--- src/rtl/shot_pkg.sv ---
`default_nettype none
// ============================================================================
//  Module      : shot_pkg
//  Description : Shared types and constants for the multi-shot projectile
//                pool: direction and slot-state enums, fixed-point and pixel
//                widths, and the diagonal velocity helper.
//  Revision    : 1.0  initial release
// ============================================================================
package shot_pkg;

  // Fixed-point position/velocity width and pixel coordinate width.
  localparam int FP_W  = 32;
  localparam int PIX_W = 11;

  typedef enum logic [2:0] {
    DIR_N  = 3'd0,
    DIR_NE = 3'd1,
    DIR_E  = 3'd2,
    DIR_SE = 3'd3,
    DIR_S  = 3'd4,
    DIR_SW = 3'd5,
    DIR_W  = 3'd6,
    DIR_NW = 3'd7
  } dir_e;

  typedef enum logic [0:0] {
    SLOT_IDLE   = 1'b0,
    SLOT_FLYING = 1'b1
  } slot_state_e;

  // Per-axis diagonal magnitude: speed / sqrt(2), approximated as 181/256.
  function automatic int diag_vel(input int speed);
    return (speed * 181) >>> 8;
  endfunction

endpackage
`default_nettype wire

--- src/rtl/shot_slot.sv ---
`default_nettype none
// ============================================================================
//  Module      : shot_slot
//  Description : One projectile slot. Two-state FSM (IDLE/FLYING) holding a
//                signed fixed-point position and velocity; moves once per
//                frame, parks itself when leaving the live area or on a hit.
//  Ports       : clk, resetN       clock / async active-low reset
//                load_i            launch this slot (only honoured when IDLE)
//                start_*_i, vel_*_i launch position and velocity (fixed point)
//                sof_i             start-of-frame movement strobe
//                collision_i       hit: force IDLE, overrides movement
//                active_o          slot is FLYING
//                x_o, y_o          registered pixel position
//  Revision    : 1.0  initial release
// ============================================================================
module shot_slot
  import shot_pkg::*;
#(
  parameter int FP_MULT = 64,
  parameter int X_MIN   = 0,
  parameter int X_MAX   = 639,
  parameter int Y_MIN   = 0,
  parameter int Y_MAX   = 479,
  parameter int PARK    = 781
) (
  input  logic                    clk,
  input  logic                    resetN,
  input  logic                    load_i,
  input  logic                    sof_i,
  input  logic                    collision_i,
  input  logic signed [FP_W-1:0]  start_x_i,
  input  logic signed [FP_W-1:0]  start_y_i,
  input  logic signed [FP_W-1:0]  vel_x_i,
  input  logic signed [FP_W-1:0]  vel_y_i,
  output logic                    active_o,
  output logic [PIX_W-1:0]        x_o,
  output logic [PIX_W-1:0]        y_o
);

  localparam int SHIFT = $clog2(FP_MULT);
  localparam logic signed [FP_W-1:0] PARK_FP = FP_W'(PARK * FP_MULT);
  localparam logic signed [FP_W-1:0] X_LO    = FP_W'(X_MIN * FP_MULT);
  localparam logic signed [FP_W-1:0] X_HI    = FP_W'(X_MAX * FP_MULT);
  localparam logic signed [FP_W-1:0] Y_LO    = FP_W'(Y_MIN * FP_MULT);
  localparam logic signed [FP_W-1:0] Y_HI    = FP_W'(Y_MAX * FP_MULT);

  slot_state_e              state_q, state_d;
  logic signed [FP_W-1:0]   px_q, px_d, py_q, py_d;
  logic signed [FP_W-1:0]   vx_q, vx_d, vy_q, vy_d;
  logic signed [FP_W-1:0]   nx, ny;
  logic                     oob;
  logic [PIX_W-1:0]         ox_q, ox_d, oy_q, oy_d;

  // State register (state, position, velocity, registered pixel outputs).
  always_ff @(posedge clk or negedge resetN) begin
    if (!resetN) begin
      state_q <= SLOT_IDLE;
      px_q    <= PARK_FP;
      py_q    <= PARK_FP;
      vx_q    <= '0;
      vy_q    <= '0;
      ox_q    <= PIX_W'(PARK);
      oy_q    <= PIX_W'(PARK);
    end else begin
      state_q <= state_d;
      px_q    <= px_d;
      py_q    <= py_d;
      vx_q    <= vx_d;
      vy_q    <= vy_d;
      ox_q    <= ox_d;
      oy_q    <= oy_d;
    end
  end

  // Next-state logic.
  always_comb begin
    nx      = px_q + vx_q;
    ny      = py_q + vy_q;
    oob     = (nx < X_LO) || (nx > X_HI) || (ny < Y_LO) || (ny > Y_HI);
    state_d = state_q;
    px_d    = px_q;
    py_d    = py_q;
    vx_d    = vx_q;
    vy_d    = vy_q;
    case (state_q)
      SLOT_IDLE: begin
        // A freshly loaded slot does not move on a coincident frame strobe.
        if (load_i) begin
          state_d = SLOT_FLYING;
          px_d    = start_x_i;
          py_d    = start_y_i;
          vx_d    = vel_x_i;
          vy_d    = vel_y_i;
        end
      end
      SLOT_FLYING: begin
        if (collision_i || (sof_i && oob)) begin
          state_d = SLOT_IDLE;
          px_d    = PARK_FP;
          py_d    = PARK_FP;
          vx_d    = '0;
          vy_d    = '0;
        end else if (sof_i) begin
          px_d = nx;
          py_d = ny;
        end
      end
      default: state_d = SLOT_IDLE;
    endcase
  end

  // Output logic: pixel outputs are registered from the next state so they
  // change on the same edge as the state; arithmetic shift floors negatives.
  always_comb begin
    if (state_d == SLOT_FLYING) begin
      ox_d = PIX_W'(px_d >>> SHIFT);
      oy_d = PIX_W'(py_d >>> SHIFT);
    end else begin
      ox_d = PIX_W'(PARK);
      oy_d = PIX_W'(PARK);
    end
  end

  assign active_o = (state_q == SLOT_FLYING);
  assign x_o      = ox_q;
  assign y_o      = oy_q;

endmodule
`default_nettype wire

--- src/rtl/multi_shot_pool.sv ---
`default_nettype none
// ============================================================================
//  Module      : multi_shot_pool
//  Description : Pool of NUM_SHOTS projectile slots with trigger edge
//                detection, lowest-index-idle allocation and a frame-based
//                fire cooldown.
//  Ports       : clk, resetN                  clock / async active-low reset
//                startOfFrame                 one-cycle frame strobe
//                triggerShot                  fire request on rising edge
//                shotDirection                0=N .. 7=NW
//                player_topLeftX/Y            spawn pixel position (signed)
//                shotCollision                per-slot hit, forces IDLE
//                topLeftX/Y                   per-slot pixel pos, 11b per slot
//                shotActive                   per-slot FLYING flag
//                fireDenied                   one-cycle pulse on rejected fire
//  Revision    : 1.0  initial release
// ============================================================================
module multi_shot_pool
  import shot_pkg::*;
#(
  parameter int NUM_SHOTS       = 4,
  parameter int SPEED           = 100,
  parameter int FP_MULT         = 64,
  parameter int COOLDOWN_FRAMES = 8,
  parameter int X_MIN           = 0,
  parameter int X_MAX           = 639,
  parameter int Y_MIN           = 0,
  parameter int Y_MAX           = 479,
  parameter int PARK            = 781
) (
  input  logic                         clk,
  input  logic                         resetN,
  input  logic                         startOfFrame,
  input  logic                         triggerShot,
  input  logic [2:0]                   shotDirection,
  input  logic signed [PIX_W-1:0]      player_topLeftX,
  input  logic signed [PIX_W-1:0]      player_topLeftY,
  input  logic [NUM_SHOTS-1:0]         shotCollision,
  output logic [NUM_SHOTS*PIX_W-1:0]   topLeftX,
  output logic [NUM_SHOTS*PIX_W-1:0]   topLeftY,
  output logic [NUM_SHOTS-1:0]         shotActive,
  output logic                         fireDenied
);

  localparam int SHIFT  = $clog2(FP_MULT);
  localparam int COOL_W = $clog2(COOLDOWN_FRAMES + 1);
  localparam logic signed [FP_W-1:0] SPD = FP_W'(SPEED);
  localparam logic signed [FP_W-1:0] DG  = FP_W'(diag_vel(SPEED));

  logic                    trig_q;
  logic                    armed_q;
  logic                    denied_q;
  logic [COOL_W-1:0]       cool_q, cool_d;
  logic [NUM_SHOTS-1:0]    sel, load;
  logic                    found, fire_req, accept;
  logic signed [FP_W-1:0]  start_x, start_y, vel_x, vel_y;

  // armed_q only rises once the trigger has been seen low, so a trigger held
  // through reset release is not mistaken for a fresh press.
  assign fire_req = triggerShot & ~trig_q & armed_q;
  assign accept   = fire_req & (cool_q == '0) & found;
  assign load     = sel & {NUM_SHOTS{accept}};

  // Lowest-index IDLE slot, judged on registered slot state.
  always_comb begin
    sel   = '0;
    found = 1'b0;
    for (int i = 0; i < NUM_SHOTS; i++) begin
      if (!shotActive[i] && !found) begin
        sel[i] = 1'b1;
        found  = 1'b1;
      end
    end
  end

  always_comb begin
    if (accept)
      cool_d = COOL_W'(COOLDOWN_FRAMES);
    else if (startOfFrame && (cool_q != '0))
      cool_d = cool_q - COOL_W'(1);
    else
      cool_d = cool_q;
  end

  always_ff @(posedge clk or negedge resetN) begin
    if (!resetN) begin
      trig_q   <= 1'b0;
      armed_q  <= 1'b0;
      denied_q <= 1'b0;
      cool_q   <= '0;
    end else begin
      trig_q   <= triggerShot;
      armed_q  <= armed_q | ~triggerShot;
      denied_q <= fire_req & ~accept;
      cool_q   <= cool_d;
    end
  end

  assign fireDenied = denied_q;

  assign start_x = {{(FP_W-PIX_W){player_topLeftX[PIX_W-1]}}, player_topLeftX} <<< SHIFT;
  assign start_y = {{(FP_W-PIX_W){player_topLeftY[PIX_W-1]}}, player_topLeftY} <<< SHIFT;

  // Screen convention: north is negative Y, east is positive X.
  always_comb begin
    vel_x = '0;
    vel_y = '0;
    case (dir_e'(shotDirection))
      DIR_N:  begin vel_x = '0;   vel_y = -SPD; end
      DIR_NE: begin vel_x = DG;   vel_y = -DG;  end
      DIR_E:  begin vel_x = SPD;  vel_y = '0;   end
      DIR_SE: begin vel_x = DG;   vel_y = DG;   end
      DIR_S:  begin vel_x = '0;   vel_y = SPD;  end
      DIR_SW: begin vel_x = -DG;  vel_y = DG;   end
      DIR_W:  begin vel_x = -SPD; vel_y = '0;   end
      DIR_NW: begin vel_x = -DG;  vel_y = -DG;  end
      default: begin vel_x = '0;  vel_y = '0;   end
    endcase
  end

  for (genvar i = 0; i < NUM_SHOTS; i++) begin : g_slot
    shot_slot #(
      .FP_MULT (FP_MULT),
      .X_MIN   (X_MIN),
      .X_MAX   (X_MAX),
      .Y_MIN   (Y_MIN),
      .Y_MAX   (Y_MAX),
      .PARK    (PARK)
    ) u_slot (
      .clk         (clk),
      .resetN      (resetN),
      .load_i      (load[i]),
      .sof_i       (startOfFrame),
      .collision_i (shotCollision[i]),
      .start_x_i   (start_x),
      .start_y_i   (start_y),
      .vel_x_i     (vel_x),
      .vel_y_i     (vel_y),
      .active_o    (shotActive[i]),
      .x_o         (topLeftX[i*PIX_W +: PIX_W]),
      .y_o         (topLeftY[i*PIX_W +: PIX_W])
    );
  end

endmodule
`default_nettype wire
--- config.mk ---
export PLATFORM = sky130hd
export DESIGN_NAME = multi_shot_pool
export DESIGN_NICKNAME = d
export VERILOG_FILES = /design/src/rtl/shot_pkg.sv /design/src/rtl/shot_slot.sv /design/src/rtl/multi_shot_pool.sv
export SDC_FILE = /design/constraint.sdc
export NUM_CORES = 1
export LEC_CHECK = 0
export ABC_CLOCK_PERIOD_IN_PS = 5800
export CAP_MARGIN = 10
export CORE_ASPECT_RATIO = 0.75
export CORE_MARGIN = 2
export CORE_UTILIZATION = 30
export CTS_CLUSTER_DIAMETER = 50
export DETAILED_ROUTE_END_ITERATION = 7
export PLACE_DENSITY = 0.46
export SLEW_MARGIN = 20
export SYNTH_ARGS = -nofsm -noshare
export SYNTH_HDL_FRONTEND = slang
export SYNTH_SLANG_ARGS = --single-unit
--- constraint.sdc ---
create_clock -name clk -period 5.8 [get_ports clk]
set_clock_uncertainty 0.15 [all_clocks]
set_input_delay 0.87 -clock clk [delete_from_list [all_inputs] [get_ports clk]]
set_output_delay 0.87 -clock clk [all_outputs]
set_load 0.005 [all_outputs]
-- Word-level counts from Yosys, hierarchy flattened
Memory sizes are Yosys's and may differ from the RTL's.
Index checks and enable logic that the tools add are counted.
- output and inout bits: 93
- memory bits (read-only): 496
- memories: 1
- register bits after elaboration: 611
- input port bits: 33
- logic and storage cells: 213
- memory list (memory ; words ; width ; read ports ; clocked after Yosys merged registers in ; write ports ; RTL line ; text):
    (name not given) ; 8 ; 62 ; 1 ; 0 ; 0 ; multi_shot_pool.sv:108 ; case (dir_e'(shotDirection))
- bitwise operators: 14
- multiplexer cells: 81
- magnitude comparators: 16
- add/sub/neg operators: 9
- reductions and logical operators: 40
- equality and inequality tests: 12
- operators by type and width (kind ; number):
    32-bit 2-to-1 mux ; 36
    32-bit case mux with 2 select lines ; 16
    32-bit adder ; 8
    32-bit by 1-bit less-than comparator with 1-bit output (second input constant) ; 8
    32-bit by 16-bit > comparator with 1-bit output (second input constant) ; 4
    32-bit by 17-bit > comparator with 1-bit output (second input constant) ; 4
    11-bit 2-to-1 mux ; 8
    1-bit logical OR ; 16
    2-bit inequality test (second input constant) ; 8
    2-bit AND reduction ; 8
    1-bit 2-to-1 mux ; 15
    3-bit inequality test (second input constant) ; 4
    1-bit logical AND ; 8
    4-bit 2-to-1 mux ; 2
    1-bit case mux with 2 select lines ; 4
    1-bit inverter ; 7
    1-bit bitwise AND ; 5
    1-bit logical NOT ; 5
    4-bit bitwise AND ; 1
    4-bit logical NOT ; 1
    4-bit nonzero test ; 1
    4-bit by 1-bit subtractor with 4-bit output (second input constant) ; 1
    2-bit nonzero test ; 1
    1-bit bitwise OR ; 1

-- Logic depth before layout (Yosys ltp)
- depth after elaboration: 14
- depth in mapped cells: 15

-- Hierarchy
A second synthesis with hierarchy kept.
- cells, all modules: 4952
- area total of the unflattened synthesis: 42762.3 sq um
- modules (own cells, without submodules) (module ; instances ; cells an instance ; sequential area each (sq um) ; area each (sq um)):
    shot_slot at g_slot[0].u_slot ... ; 2 ; 1208 ; 3803.6 ; 10478.8
    shot_slot at g_slot[2].u_slot ; 1 ; 1241 ; 3803.6 ; 10801.6
    shot_slot at g_slot[3].u_slot ; 1 ; 1238 ; 3803.6 ; 10492.6
    multi_shot_pool ; 1 ; 57 ; 175.2 ; 510.5

-- Worst setup path before layout
No wires, ideal clock.
- path type: reg-to-reg
- start: register g_slot[1].u_slot.vy_q[30]
- end: register g_slot[1].u_slot.oy_q[1]
- buffers on the path: 1
- library setup time: 0.078 ns
- stages on the path, launching flop included: 14
- path slack: 1.236 ns
- arrival: 4.336 ns
- cell sequence: dfrtp_1 > ha_1 > a211oi_2 > nor4_1 > or2_1 > or4b_1 > o211ai_1 > nand4b_1 > o2111ai_1 > or4b_1 > or4_1 > buf_4 > or4_1 > a21boi_1
- word-level cells in the longest chain between the ends: 9
- elaborated cells on any way between the ends: 12
- those cells by class: add/sub (1); order compare (2); mux (5); reduce/logical (4)
- RTL lines (element ; RTL line ; text):
    from (decl) ; shot_slot.sv:49 ; logic signed [FP_W-1:0] vx_q, vx_d, vy_q, vy_d;
    from (signal assigned) ; shot_slot.sv:69 ; vy_q <= vy_d;
    32-bit adder * ; shot_slot.sv:78 ; ny = py_q + vy_q;
    32-bit by 1-bit less-than comparator with 1-bit output ; shot_slot.sv:79 ; oob = (nx < X_LO) || (nx > X_HI) || (ny < Y_LO) || (ny > Y_HI);
    1-bit logical OR ; shot_slot.sv:79 ;
    1-bit logical OR * ; shot_slot.sv:79 ;
    1-bit logical AND * ; shot_slot.sv:97 ; if (collision_i || (sof_i && oob)) begin
    1-bit logical OR * ; shot_slot.sv:97 ;
    32-bit 2-to-1 mux or 1-bit 2-to-1 mux (tied branches) ; shot_slot.sv:97 ;
    32-bit case mux with 2 select lines or 1-bit case mux with 2 select lines (tied branches) ; shot_slot.sv:85 ; case (state_q)
    11-bit 2-to-1 mux * ; shot_slot.sv:115 ; if (state_d == SLOT_FLYING) begin
    named net g_slot[1].u_slot.oy_d[1] ; shot_slot.sv:52 ; logic [PIX_W-1:0] ox_q, ox_d, oy_q, oy_d;
    to (signal assigned) ; shot_slot.sv:63 ; oy_q <= PIX_W'(PARK);
    to (signal assigned) ; shot_slot.sv:71 ; oy_q <= oy_d;
    to (decl) ; shot_slot.sv:52 ;
Mark *: on every way through the listed nets, which the timed path passes. The rest lies on a longest branch.
A chain may end at the register's enable or synchronous reset.

-- Worst setup path after layout
- start: register g_slot[1].u_slot.vx_q[30]
- end: register g_slot[1].u_slot.ox_q[6]
- word-level cells in the longest chain between the ends: 10
- elaborated cells on any way between the ends: 13
- those cells by class: add/sub (1); order compare (2); mux (5); reduce/logical (5)
- RTL lines (element ; RTL line ; text):
    from (decl) ; shot_slot.sv:49 ;
    from (signal assigned) ; shot_slot.sv:68 ; vx_q <= vx_d;
    32-bit adder * ; shot_slot.sv:77 ; nx = px_q + vx_q;
    32-bit by 1-bit less-than comparator with 1-bit output or 32-bit by 17-bit > comparator with 1-bit output (tied branches) ; shot_slot.sv:79 ;
    1-bit logical OR * (3 in series) ; shot_slot.sv:79 ;
    1-bit logical AND * ; shot_slot.sv:97 ;
    1-bit logical OR * ; shot_slot.sv:97 ;
    32-bit 2-to-1 mux or 1-bit 2-to-1 mux (tied branches) ; shot_slot.sv:97 ;
    32-bit case mux with 2 select lines or 1-bit case mux with 2 select lines (tied branches) ; shot_slot.sv:85 ;
    11-bit 2-to-1 mux * ; shot_slot.sv:115 ;
    named net g_slot[1].u_slot.ox_d[6] ; shot_slot.sv:52 ;
    to (signal assigned) ; shot_slot.sv:62 ; ox_q <= PIX_W'(PARK);
    to (decl) ; shot_slot.sv:52 ;
Marks and branches as above.

==> impl_metrics.py <==
metrics = {
    "status": {
        "status": "completed",
    },
    "sta": {
        "timing.final.crit_share_pct": 93.3,
        "setup_viol": 0,
        "relSlewSlack_pct": 18.5,
        "grt_setup_unrepaired": "no",
        "fin_crit_ns": 5.41,
        "hold_viol_final": 0,
        "setup_tns_ns": 0,
        "tightest_slew_ns": 1.19,
        "hold_ws_ns": 0.0230,
        "max_freq_mhz": 185,
        "slew_viol_final": 0,
    },
    "global_route": {
        "grtUsageMet2_pct": 27.8,
        "grt_first_pass_wirelength_mm": 169,
        "top_usage_layer": "met1",
        "gr-total-overflow": 0,
        "gr-usage-met1_pct": 32.2,
        "grt_max_degree": 140,
        "grt_usage_pct": 20.4,
        "met3_usage_pct": 4.86,
        "grt_pass1_vias": 27185,
        "antenna_found_initial": 7,
    },
    "clocking": {
        "ctsResizeCount": 0,
        "cts_max_path_buffers": 3,
        "root_buffer": "clkbuf_16",
        "hold_buffers": 0,
        "cts_tree": "yes",
        "clkTransAtPathRegs_ns": 0.07,
        "post-cts-setup-buffers": 0,
        "insertion_delay_ns": 0.67,
        "clock_sinks": 383,
        "cts-htree-levels": 2,
        "cts_buffers": 55,
    },
    "detailed_routing": {
        "viasPerCell": 5.65,
        "drt_wl_total_mm": 110,
        "num_vias": 28916,
        "first_pass_iters": 6,
        "final_antenna_net_count": 0,
        "drc": 0,
        "drt-initial-drc-count": 2697,
        "routedWlPerCell_microns": 21.5,
    },
    "yosys": {
        "yosys.area.top_type_share_pct": 24.5,
        "ys.flop_type": "dfrtp_1",
        "async_flop_share_pct": 100,
        "synth_seq_cells": 383,
        "ys_warn_count": 0,
        "yosys-top-cells-area": "dfrtp_1 (25%), ha_1 (9.9%), dfstp_2 (6.8%), nand2_1 (4.8%), a21oi_1 (4.8%)",
        "postSynthAreaPerCell_sq_um": 8.41,
        "synthesis.nets": 3961,
        "syn_inst": 3675,
        "yosysTopAreaCell": "dfrtp_1",
        "synthDistinctLibCells": 106,
        "synth_edf_count": 0,
        "seq_area_frac_synth_pct": 31.3,
        "syn_area_sq_um": 30900,
    },
    "floorplanning": {
        "start_util_pct": 30.4,
        "rows": 101,
        "die-area_sq_um": 106000,
        "dieWidth_microns": 375,
        "die_y_microns": 282,
        "core_area_sq_um": 102000,
        "io_pins": 126,
    },
    "critical_path": {
        "start_kind": "flip-flop",
        "reg2reg_from": "g_slot[1].u_slot.vx_q[30]$_DFFE_PN0P_",
        "reg2reg_to": "g_slot[1].u_slot.x_o[6]$_DFF_PN0_",
        "arrival_ns": 5.85,
        "reg2reg_setup_slack_ns": 0.39,
        "path_max_fanout": 22,
        "crit_path_end_kind": "flip-flop",
        "reg2reg_depth": 12,
        "crit_required_ns": 6.24,
        "critPathKind": "flip-flop to flip-flop",
    },
    "place": {
        "post-dp-hpwl_mm": 84.0,
        "placedInstanceArea_sq_um": 33700,
        "portBuffers": 125,
        "dp.cells": 5013,
        "gp_congestion": 0.910,
    },
    "pwr": {
        "switching_power_uw": 5850,
        "clkPwrFrac_pct": 26.5,
        "ir_drop_v": 0.000225,
        "internal_power_uw": 7490,
        "power_density_nw_per_um2": 375,
        "p_sw_share_pct": 43.9,
        "p_comb_share_pct": 48.9,
        "seq_power_share_pct": 24.7,
        "p_leak_uw": 0.0165,
    },
    "job": {
        "maxCapViolations": 0,
    },
    "cells_and_area": {
        "final_cells": 5118,
        "drive_above_1_share_pct": 8.97,
        "utilization_pct": 35.0,
        "syn_to_final_growth_pct": 15.1,
        "nNetsFinal": 4017,
        "stdcell_area_sq_um": 35600,
    },
    "min_path": {
        "worstHoldPathType": "input pin to async pin",
    },
}
[metrics by stage]
| stage | setup WS, ns | power [uW] |
|---|---|---|
| 2_1_floorplan | 1.24 | 7970 |
| 3_3_place_gp | 0.556 | 9780 |
| 3_5_place_dp | 0.459 | 9710 |
| 4_1_cts | 0.428 | 13300 |
| 5_1_grt | 0.0853 | 14300 |
| 6_report | 0.386 | 13300 |
[layout make-up]
type	count	area, sq um
antenna	1	2.50
tap	1339	1680
fill	10563	66100
multi-input combinational	2997	20100
clock buffer	65	1480
clock inverter	39	438
inverter	97	364
sequential	383	9680
timing repair buffer	197	1830
[state kept, by name, indices dropped and copies added, names as in the netlist]
signal / count
g_slot.u_slot.vx_q: 16
armed_q: 1
cool_q: 4
trig_q: 1
g_slot.u_slot.vy_q: 20
g_slot.u_slot.px_q: 124
g_slot.u_slot.x_o: 44
fireDenied: 1
g_slot.u_slot.active_o: 4
g_slot.u_slot.py_q: 124
g_slot.u_slot.y_o: 44
[cells in the mapped netlist, types with 80 or more instances]
cell,instances
ha_1,245
inv_1,97
nand4_1,92
xor2_1,80
nand3_1,99
xnor2_1,83
dfrtp_1,303
a21o_1,149
clkbuf_1,170
nor2_1,262
nand2_1,397
o21ai_0,270
dfstp_2,80
a21oi_1,294
[critical path, cell delays in order, from the launching register on]
cell	delay, ns
dfrtp_1	0.92
ha_1	0.41
a211oi_1	0.64
o211ai_1	0.21
o211ai_2	0.15
o31ai_2	0.14
a41oi_1	0.27
xor2_1	0.26
nand4b_1	0.11
or4b_1	0.58
or4_1	0.79
or4_1	0.53
a21boi_1	0.18
[layer usage]
metal  vias to the layer above  share of wire (%)
li1                      13978                  -
met1                     14042                 52
met2                       805                 39
met3                        87                7.7
met4                         4                1.4
met5                         -              0.021
[cell usage in the layout, fill, tap and decap left out, types with 15 or more instances in the layout]
cell,count
a2111oi_0,18
dfstp_2,80
o22a_1,23
a211oi_1,66
nand2b_1,25
dfrtp_1,303
nand3_1,99
xnor2_1,83
a21boi_0,21
mux2i_1,58
a21o_1,149
o2111ai_1,20
o22ai_1,46
clkbuf_16,56
a21oi_1,294
o21bai_1,39
nor4_1,39
and2_1,30
or3_1,25
xor2_1,80
inv_1,96
nand2_1,396
and4_1,20
nor2_1,258
o211ai_1,37
nor3_1,72
clkdlybuf4s50_1,123
or2_2,21
ha_1,245
and3_1,28
nand4_1,92
a211o_1,15
o21a_1,62
a31oi_1,29
a22o_1,36
buf_4,70
o21ai_0,270
o2bb2ai_1,18
[power by group through the flow]
stage	logic, uW	registers [uW]	clock network (uW)
5_1_grt	7200	3340	3760
6_report	6520	3290	3530
3_3_place_gp	6450	3330	0
3_5_place_dp	6380	3340	0
2_1_floorplan	4690	3280	0
4_1_cts	6410	3290	3640
[worst max path at each step]
stage,start,to,slack [ns],depth (start not counted)
floorplan,g_slot[1].u_slot.vy_q[30]$_DFFE_PN0P_,g_slot[1].u_slot.y_o[1]$_DFF_PN0_,1.24,13
global placement,g_slot[1].u_slot.vx_q[30]$_DFFE_PN0P_,g_slot[1].u_slot.x_o[7]$_DFF_PN0_,0.56,12
detailed placement,g_slot[1].u_slot.vx_q[30]$_DFFE_PN0P_,g_slot[1].u_slot.x_o[7]$_DFF_PN0_,0.46,12
CTS,g_slot[1].u_slot.vx_q[30]$_DFFE_PN0P_,g_slot[1].u_slot.x_o[7]$_DFF_PN0_,0.43,12
global route,g_slot[1].u_slot.vx_q[30]$_DFFE_PN0P_,g_slot[1].u_slot.x_o[1]$_DFF_PN0_,0.09,12
finish,g_slot[1].u_slot.vx_q[30]$_DFFE_PN0P_,g_slot[1].u_slot.x_o[6]$_DFF_PN0_,0.39,12
[cell families after synthesis]
| logic type | Yosys count | share of synthesized area [%] |
|---|---|---|
| and+or+nand+nor | 1201 | 19.1 |
| adders and majority gates | 253 | 10.4 |
| DFF | 383 | 31.3 |
| muxes | 66 | 2.17 |
| AOI/OAI and AO/OA | 1314 | 28.6 |
| xor gates and xnor gates | 163 | 4.62 |
| buffers and inverters | 295 | 3.71 |
No activity file was read; power rests on OpenSTA's default activity.
